==> config.mk <==
export PLATFORM = sky130hd
export DESIGN_NAME = gb_lcd_pixel_stream
export DESIGN_NICKNAME = d
export VERILOG_FILES = /design/src/rtl/gb_lcd_pixel_stream.sv
export SDC_FILE = /design/constraint.sdc
export NUM_CORES = 1
export LEC_CHECK = 0
export ABC_AREA = 1
export CAP_MARGIN = 5
export CORE_MARGIN = 3
export CORE_UTILIZATION = 46
export DETAILED_ROUTE_END_ITERATION = 10
export PLACE_DENSITY = 0.77
export SLEW_MARGIN = 20
export SYNTH_ARGS = -nofsm -noshare
export SYNTH_HDL_FRONTEND = slang
export SYNTH_SLANG_ARGS = --single-unit
==> constraint.sdc <==
create_clock -name GameBoy_clk -period 2.2 [get_ports GameBoy_clk]
set_input_delay 0.33 -clock GameBoy_clk [delete_from_list [all_inputs] [get_ports GameBoy_clk]]
set_output_delay 0.33 -clock GameBoy_clk [all_outputs]
set_load 0.02 [all_outputs]
==> src/rtl/gb_lcd_pixel_stream.sv <==
// gb_lcd_pixel_stream
//
// Sits between the PPU pixel pipeline and the LCD framebuffer. It applies the DMG
// palettes and tracks the raster position. It guarantees exactly GB_W*GB_H
// writes per frame, in raster order, because the framebuffer write counter
// never resyncs. To do that it pads short lines and early frames with shade 0,
// drops excess pixels, and renders LCD-off as a complete blank frame.
//
// Optional feature macro: GB_LCD_STREAM_PALETTE_EN
//   defined   : LD = selected palette[2*idx+1 : 2*idx]
//   undefined : LD = ppu_px; bgp/obp0/obp1/ppu_px_pal are ignored
//
// Ports
//   GameBoy_clk       2^22 Hz clock; all state changes on its rising edge
//   GameBoy_reset_n   asynchronous active-low reset
//   ppu_px            PPU colour index
//   ppu_px_pal        palette select: 00 BG, 01 OBP0, 10 OBP1, 11 BG
//   ppu_px_valid      one pixel per asserted cycle
//   ppu_line_end      pulse at HBlank entry
//   ppu_frame_start   pulse at LY=0 line start
//   lcd_en            LCDC bit 7 (level)
//   bgp, obp0, obp1   palette registers
//   err_clr           clears the sticky error flags
//   LD, PX_VALID      shade and write strobe to the framebuffer (registered)
//   px_x, px_y        position of the next write
//   frame_done        pulse with the final write of a frame
//   err_short         sticky: padding happened
//   err_long          sticky: a pixel was dropped
module gb_lcd_pixel_stream #(
  parameter int unsigned GB_W = 160,
  parameter int unsigned GB_H = 144
) (
  input  logic       GameBoy_clk,
  input  logic       GameBoy_reset_n,
  input  logic [1:0] ppu_px,
  input  logic [1:0] ppu_px_pal,
  input  logic       ppu_px_valid,
  input  logic       ppu_line_end,
  input  logic       ppu_frame_start,
  input  logic       lcd_en,
  input  logic [7:0] bgp,
  input  logic [7:0] obp0,
  input  logic [7:0] obp1,
  input  logic       err_clr,
  output logic [1:0] LD,
  output logic       PX_VALID,
  output logic [7:0] px_x,
  output logic [7:0] px_y,
  output logic       frame_done,
  output logic       err_short,
  output logic       err_long
);

  localparam logic [7:0] LastX = 8'(GB_W - 1);
  localparam logic [7:0] EndX  = 8'(GB_W);
  localparam logic [7:0] LastY = 8'(GB_H - 1);

  typedef enum logic [2:0] {
    StVblank, StActive, StPadLine, StPadFrame, StOffPad, StOffFill, StOff
  } state_e;

  state_e     state_q, state_d;
  logic [7:0] px_x_q, px_x_d, px_y_q, px_y_d;
  logic [1:0] ld_q, ld_d;
  logic       vld_q, vld_d, done_q, done_d;
  logic       err_short_q, err_long_q, set_short, set_long;
  logic [1:0] shade;

`ifdef GB_LCD_STREAM_PALETTE_EN
  logic [7:0] pal;
  always_comb begin
    case (ppu_px_pal)
      2'b01:   pal = obp0;
      2'b10:   pal = obp1;
      default: pal = bgp;
    endcase
    shade = pal[{ppu_px, 1'b0} +: 2];
  end
`else
  logic unused_pal;
  assign unused_pal = ^{bgp, obp0, obp1, ppu_px_pal};
  assign shade      = ppu_px;
`endif

  logic [7:0] pad_x, pad_y, norm_x, norm_y, line_x;
  logic       frame_last, at_origin, off_state;

  always_comb begin
    state_d   = state_q;
    px_x_d    = px_x_q;
    px_y_d    = px_y_q;
    ld_d      = 2'b00;
    vld_d     = 1'b0;
    done_d    = 1'b0;
    set_short = 1'b0;
    set_long  = 1'b0;
    line_x    = px_x_q;

    frame_last = (px_x_q == LastX) && (px_y_q == LastY);
    at_origin  = (px_x_q == 8'd0) && (px_y_q == 8'd0);
    off_state  = state_q inside {StOffPad, StOffFill, StOff};

    // Position after a write at the current position, wrapping through the raster
    if (px_x_q == LastX) begin
      pad_x = 8'd0;
      pad_y = (px_y_q == LastY) ? 8'd0 : px_y_q + 8'd1;
    end else begin
      pad_x = px_x_q + 8'd1;
      pad_y = px_y_q;
    end

    // A full line still waiting for its line_end is stepped past before padding
    if (px_x_q == EndX) begin
      norm_x = 8'd0;
      norm_y = px_y_q + 8'd1;
    end else begin
      norm_x = px_x_q;
      norm_y = px_y_q;
    end

    if (!lcd_en && !off_state) begin
      state_d = StOffPad;
      px_x_d  = norm_x;
      px_y_d  = norm_y;
    end else begin
      unique case (state_q)
        StVblank: begin
          set_long = ppu_px_valid;
          if (ppu_frame_start) begin
            state_d = StActive;
            px_x_d  = 8'd0;
            px_y_d  = 8'd0;
          end
        end
        StActive: begin
          if (ppu_frame_start && !at_origin) begin
            state_d   = StPadFrame;
            px_x_d    = norm_x;
            px_y_d    = norm_y;
            set_short = 1'b1;
            set_long  = ppu_px_valid;
          end else begin
            // A pixel in the line_end cycle belongs to the line being closed
            if (ppu_px_valid) begin
              if (px_x_q == EndX) begin
                set_long = 1'b1;
              end else begin
                vld_d  = 1'b1;
                ld_d   = shade;
                line_x = px_x_q + 8'd1;
              end
            end
            px_x_d = line_x;
            if (vld_d && frame_last) begin
              done_d  = 1'b1;
              state_d = StVblank;
              px_x_d  = 8'd0;
              px_y_d  = 8'd0;
            end else if (ppu_line_end) begin
              if (line_x == EndX) begin
                px_x_d = 8'd0;
                px_y_d = px_y_q + 8'd1;
              end else begin
                state_d   = StPadLine;
                set_short = 1'b1;
              end
            end
          end
        end
        StPadLine: begin
          set_long = ppu_px_valid;
          if (ppu_frame_start && !at_origin) begin
            state_d   = StPadFrame;
            set_short = 1'b1;
          end else begin
            vld_d  = 1'b1;
            px_x_d = pad_x;
            px_y_d = pad_y;
            if (px_x_q == LastX) begin
              done_d  = frame_last;
              state_d = frame_last ? StVblank : StActive;
            end
          end
        end
        StPadFrame, StOffPad, StOffFill: begin
          vld_d  = 1'b1;
          px_x_d = pad_x;
          px_y_d = pad_y;
          if (state_q == StPadFrame) set_long = ppu_px_valid;
          if (frame_last) begin
            done_d = 1'b1;
            case (state_q)
              StPadFrame: state_d = StVblank;
              StOffPad:   state_d = StOffFill;
              default:    state_d = lcd_en ? StVblank : StOff;
            endcase
          end
        end
        StOff: begin
          if (lcd_en) state_d = StVblank;
        end
        default: state_d = StVblank;
      endcase
    end
  end

  always_ff @(posedge GameBoy_clk or negedge GameBoy_reset_n) begin
    if (!GameBoy_reset_n) begin
      state_q     <= StVblank;
      px_x_q      <= 8'd0;
      px_y_q      <= 8'd0;
      ld_q        <= 2'b00;
      vld_q       <= 1'b0;
      done_q      <= 1'b0;
      err_short_q <= 1'b0;
      err_long_q  <= 1'b0;
    end else begin
      state_q     <= state_d;
      px_x_q      <= px_x_d;
      px_y_q      <= px_y_d;
      ld_q        <= ld_d;
      vld_q       <= vld_d;
      done_q      <= done_d;
      // A set in the same cycle as err_clr wins
      err_short_q <= set_short | (err_short_q & ~err_clr);
      err_long_q  <= set_long | (err_long_q & ~err_clr);
    end
  end

  assign LD         = ld_q;
  assign PX_VALID   = vld_q;
  assign px_x       = px_x_q;
  assign px_y       = px_y_q;
  assign frame_done = done_q;
  assign err_short  = err_short_q;
  assign err_long   = err_long_q;

endmodule

==> summary.txt <==
Run status
  • Status: complete, no violations

Placement
  • DP Wirelength: 5560 um
  • Placed insts: 530
  • Gp weighted congestion: 0.952
  • Dpl ws: ~96 ps
  • PortBufs: 30

Floorplan
  • Core box area: between 5000 and 6000 um^2
  • Row count: 26
  • IO Pins: 57
  • Die Area: between 6000 and 7000 um^2
  • Die Width: between 70 and 80 um
  • Die Span Y: roughly 80 um
  • Initial Util: 48.3%

Drt
  • DR iter-0 viols: 193
  • Routed Antenna Nets: 0
  • Routed WL per cell: about 13 um
  • DR pass1 iterations: 5
  • Routed vias/inst: ~5.4
  • Vias: between 2000 and 3000
  • Routed WL: approximately 7100 um
  • DRC Markers: 0

Cells and area
  • Filler cells: about 500
  • Share of layout cells above drive strength 1: a little over a fifth
  • Final cell count without fillers: about 540
  • Antenna Diode Count: 0
  • Area of the multi-input gates: ~1800 um^2
  • Total Nets Final: between 500 and 600
  • P&R area growth vs syn: 28.8%
  • Register area: between 600 and 700 um^2

Logic synthesis
  • Post-synthesis async set-or-reset flop share: 100%
  • Syn Area/Cell: 6.10 um^2
  • Yosys top cell by area: dfrtp_1
  • Synthesized instance count: around 400
  • Synth Cell Area: between 2000 and 3000 um^2
  • Part of the Yosys area used for sequential elements: approximately a quarter
  • FF+latch count, synth: 25
  • Post-synth top flop: dfrtp_1
  • Syn_nets: ~450
  • Synth warn: 0
  • Synth top area cells: dfrtp_1 (25%), nand2_1 (25%), nand3_1 (8.0%), nor2_1 (5.2%), inv_1 (4.3%)
  • Area share of the leading cell type in the synthesized netlist: about 25%
  • Most numerous cell in the Yosys netlist: nand2_1
  • Commonest cells in the synthesized netlist: nand2_1 (165), nand3_1 (40), nor2_1 (35), inv_1 (29), dfrtp_1 (25)
  • Distinct cells, synth: 34
  • EDFF count, synth: 0

STA
  • Final min period: around 2100 ps
  • Fmax achieved: between 0.4 and 0.5 GHz
  • Final Hold Fails: 0
  • Worst Skew: 2.73 ps
  • Unrepaired setup endpoints after global routing: yes
  • # setup viols final: 0
  • Setup ws final: 110 ps
  • Worst-Margin Slew: approximately 450 ps
  • Max-Slew Margin vs Limit: 69.5%
  • Fin. max-slew vios: 0
  • Final Cycle Share: about 95%
  • Hold_ws: roughly 430 ps

Global route
  • Vias in the first global route: roughly 2700
  • Initial antenna violation count: 0
  • GRT overflow: 0
  • First-pass GRT wire length: approximately 12000 um
  • Largest net degree at the start of global routing: 26
  • Gr usage total: 23.2%

Pwr
  • P_leak: around 1.6 nW
  • PD cells: between 1000 and 1500 nW/um^2
  • Peak supply drop: about 0.76 mV

Setup path
  • CP Max Fanout: 8
  • Crit. End Element: register
  • Critical path class: reg -> reg
  • WP data arrival: 2300 ps
  • WP data required: about 2400 ps
  • CP startpoint kind: register

CTS
  • Post-CTS Hold Buffers: 0
  • CTS tree: done
  • Clk_lat worst skew: 270 ps
  • CTS root buffer: clkbuf_8
  • CTS Buf Count: 3
  • Clk slew on worst S/H paths: 90 ps
  • H-tree lvl count: 1
  • Sink Count: 25
  • Clock Path Buffers: 2

Run
  • Max Cap Viol: 0

Worst hold path
  • Worst min path class: in -> async
## cell type report
type | instances | share of cell area (%)
multi-input combinational | 337 | 54.6
sequential | 25 | 19.5
timing repair buffer | 60 | 16.7
inverter | 43 | 5.06
tap | 70 | 2.70
clock buffer | 4 | 1.39
## worst paths after layout
path	depth (start not counted)	slack [ps]	startpoint	to
worst max-delay path	12	110	px_x[0]$_DFFE_PN0P_	px_y[0]$_DFFE_PN0P_
max in group asynchronous	2	1490	GameBoy_reset_n	px_x[4]$_DFFE_PN0P_
worst min-delay path	2	430	GameBoy_reset_n	px_y[7]$_DFFE_PN0P_
worst max register to register	12	110	px_x[0]$_DFFE_PN0P_	px_y[0]$_DFFE_PN0P_
min in group GameBoy_clk	2	540	err_long$_DFF_PN0_	err_long$_DFF_PN0_
worst min register to register	2	540	err_long$_DFF_PN0_	err_long$_DFF_PN0_
## timing repair
action,CTS,global route
resized for setup,0,13
endpoints found under the setup margin,0,18
hold endpoints to repair,0,0
buffers inserted,0,5
## stage by stage
stage          setup TNS [ps]  util [%]  total power, W  instance area [um^2]
2_1_floorplan               0         -         0.00270                  2560
3_3_place_gp                0      59.7         0.00358                  3110
3_5_place_dp                0      59.7         0.00365                  3110
4_1_cts                     0      60.6         0.00395                  3150
5_1_grt                  -298      62.2         0.00452                  3240
6_report                    0      62.2         0.00412                  3240
## cell usage in the layout (no fill, tap or decap), types with 2 or more instances in the layout
cell / synthesis / final
nor2_1: 35 / 33
nor2_4: 5 / 6
clkbuf_8: 0 / 3
clkdlybuf4s50_1: 0 / 30
inv_1: 29 / 27
or2_2: 4 / 4
xor2_1: 4 / 4
a21oi_1: 8 / 8
nor2_2: 7 / 8
nand2_1: 165 / 163
dfrtp_1: 25 / 20
nand2_2: 11 / 11
ha_4: 0 / 3
nor3b_1: 2 / 2
nor3_1: 2 / 2
dfrtp_2: 0 / 5
a211oi_1: 3 / 3
o22ai_1: 3 / 3
nand3_2: 8 / 8
nand3_1: 40 / 39
nand2_4: 1 / 3
nand4_1: 5 / 5
ha_1: 5 / 2
nand3_4: 2 / 3
inv_2: 13 / 14
o21ai_0: 18 / 17
buf_4: 1 / 28
## report_power, final
| part | internal [W] | leakage [nW] | switching (W) | total, W |
|---|---|---|---|---|
| Combinational | 0.00118 | 1.27 | 0.00186 | 0.00304 |
| Clock | 0.000130 | 0.0228 | 0.000157 | 0.000286 |
| Sequential | 0.000620 | 0.327 | 0.000173 | 0.000793 |
## routing by layer
layer | share of wire [%] | global-route usage, %
met3 | 4.8 | 2.71
met2 | 48 | 38.4
met1 | 46 | 31.4
met4 | 1.7 | 7.26
met5 | 0 | 0
## state kept, by name, indices dropped and copies added, names as in the netlist
name        cells
state_q         3
LD              2
px_x            8
err_short       1
PX_VALID        1
frame_done      1
px_y            8
err_long        1
## cells by family after synthesis
logic type | after synthesis | synth area share (%)
AND/OR/NAND/NOR | 291 | 54.6
buffers and inverters | 50 | 7.91
AO/OA/AOI/OAI | 36 | 8.36
flip-flops | 25 | 24.9
XOR/XNOR | 5 | 1.74
adder cells (fa/ha/maj) | 5 | 2.49
## worst max-delay path: stages (launching register included)
cell and delay (ps):
dfrtp_2 400, buf_6 140, ha_4 150, nand3_1 140
o21bai_1 200, nand3_1 90, nand2_1 90, nand3_1 120
nor2_4 170, nand2_2 100, a21oi_4 280, nand2_1 80
nand2_1 80
No activity file was read; power rests on OpenSTA's default activity.
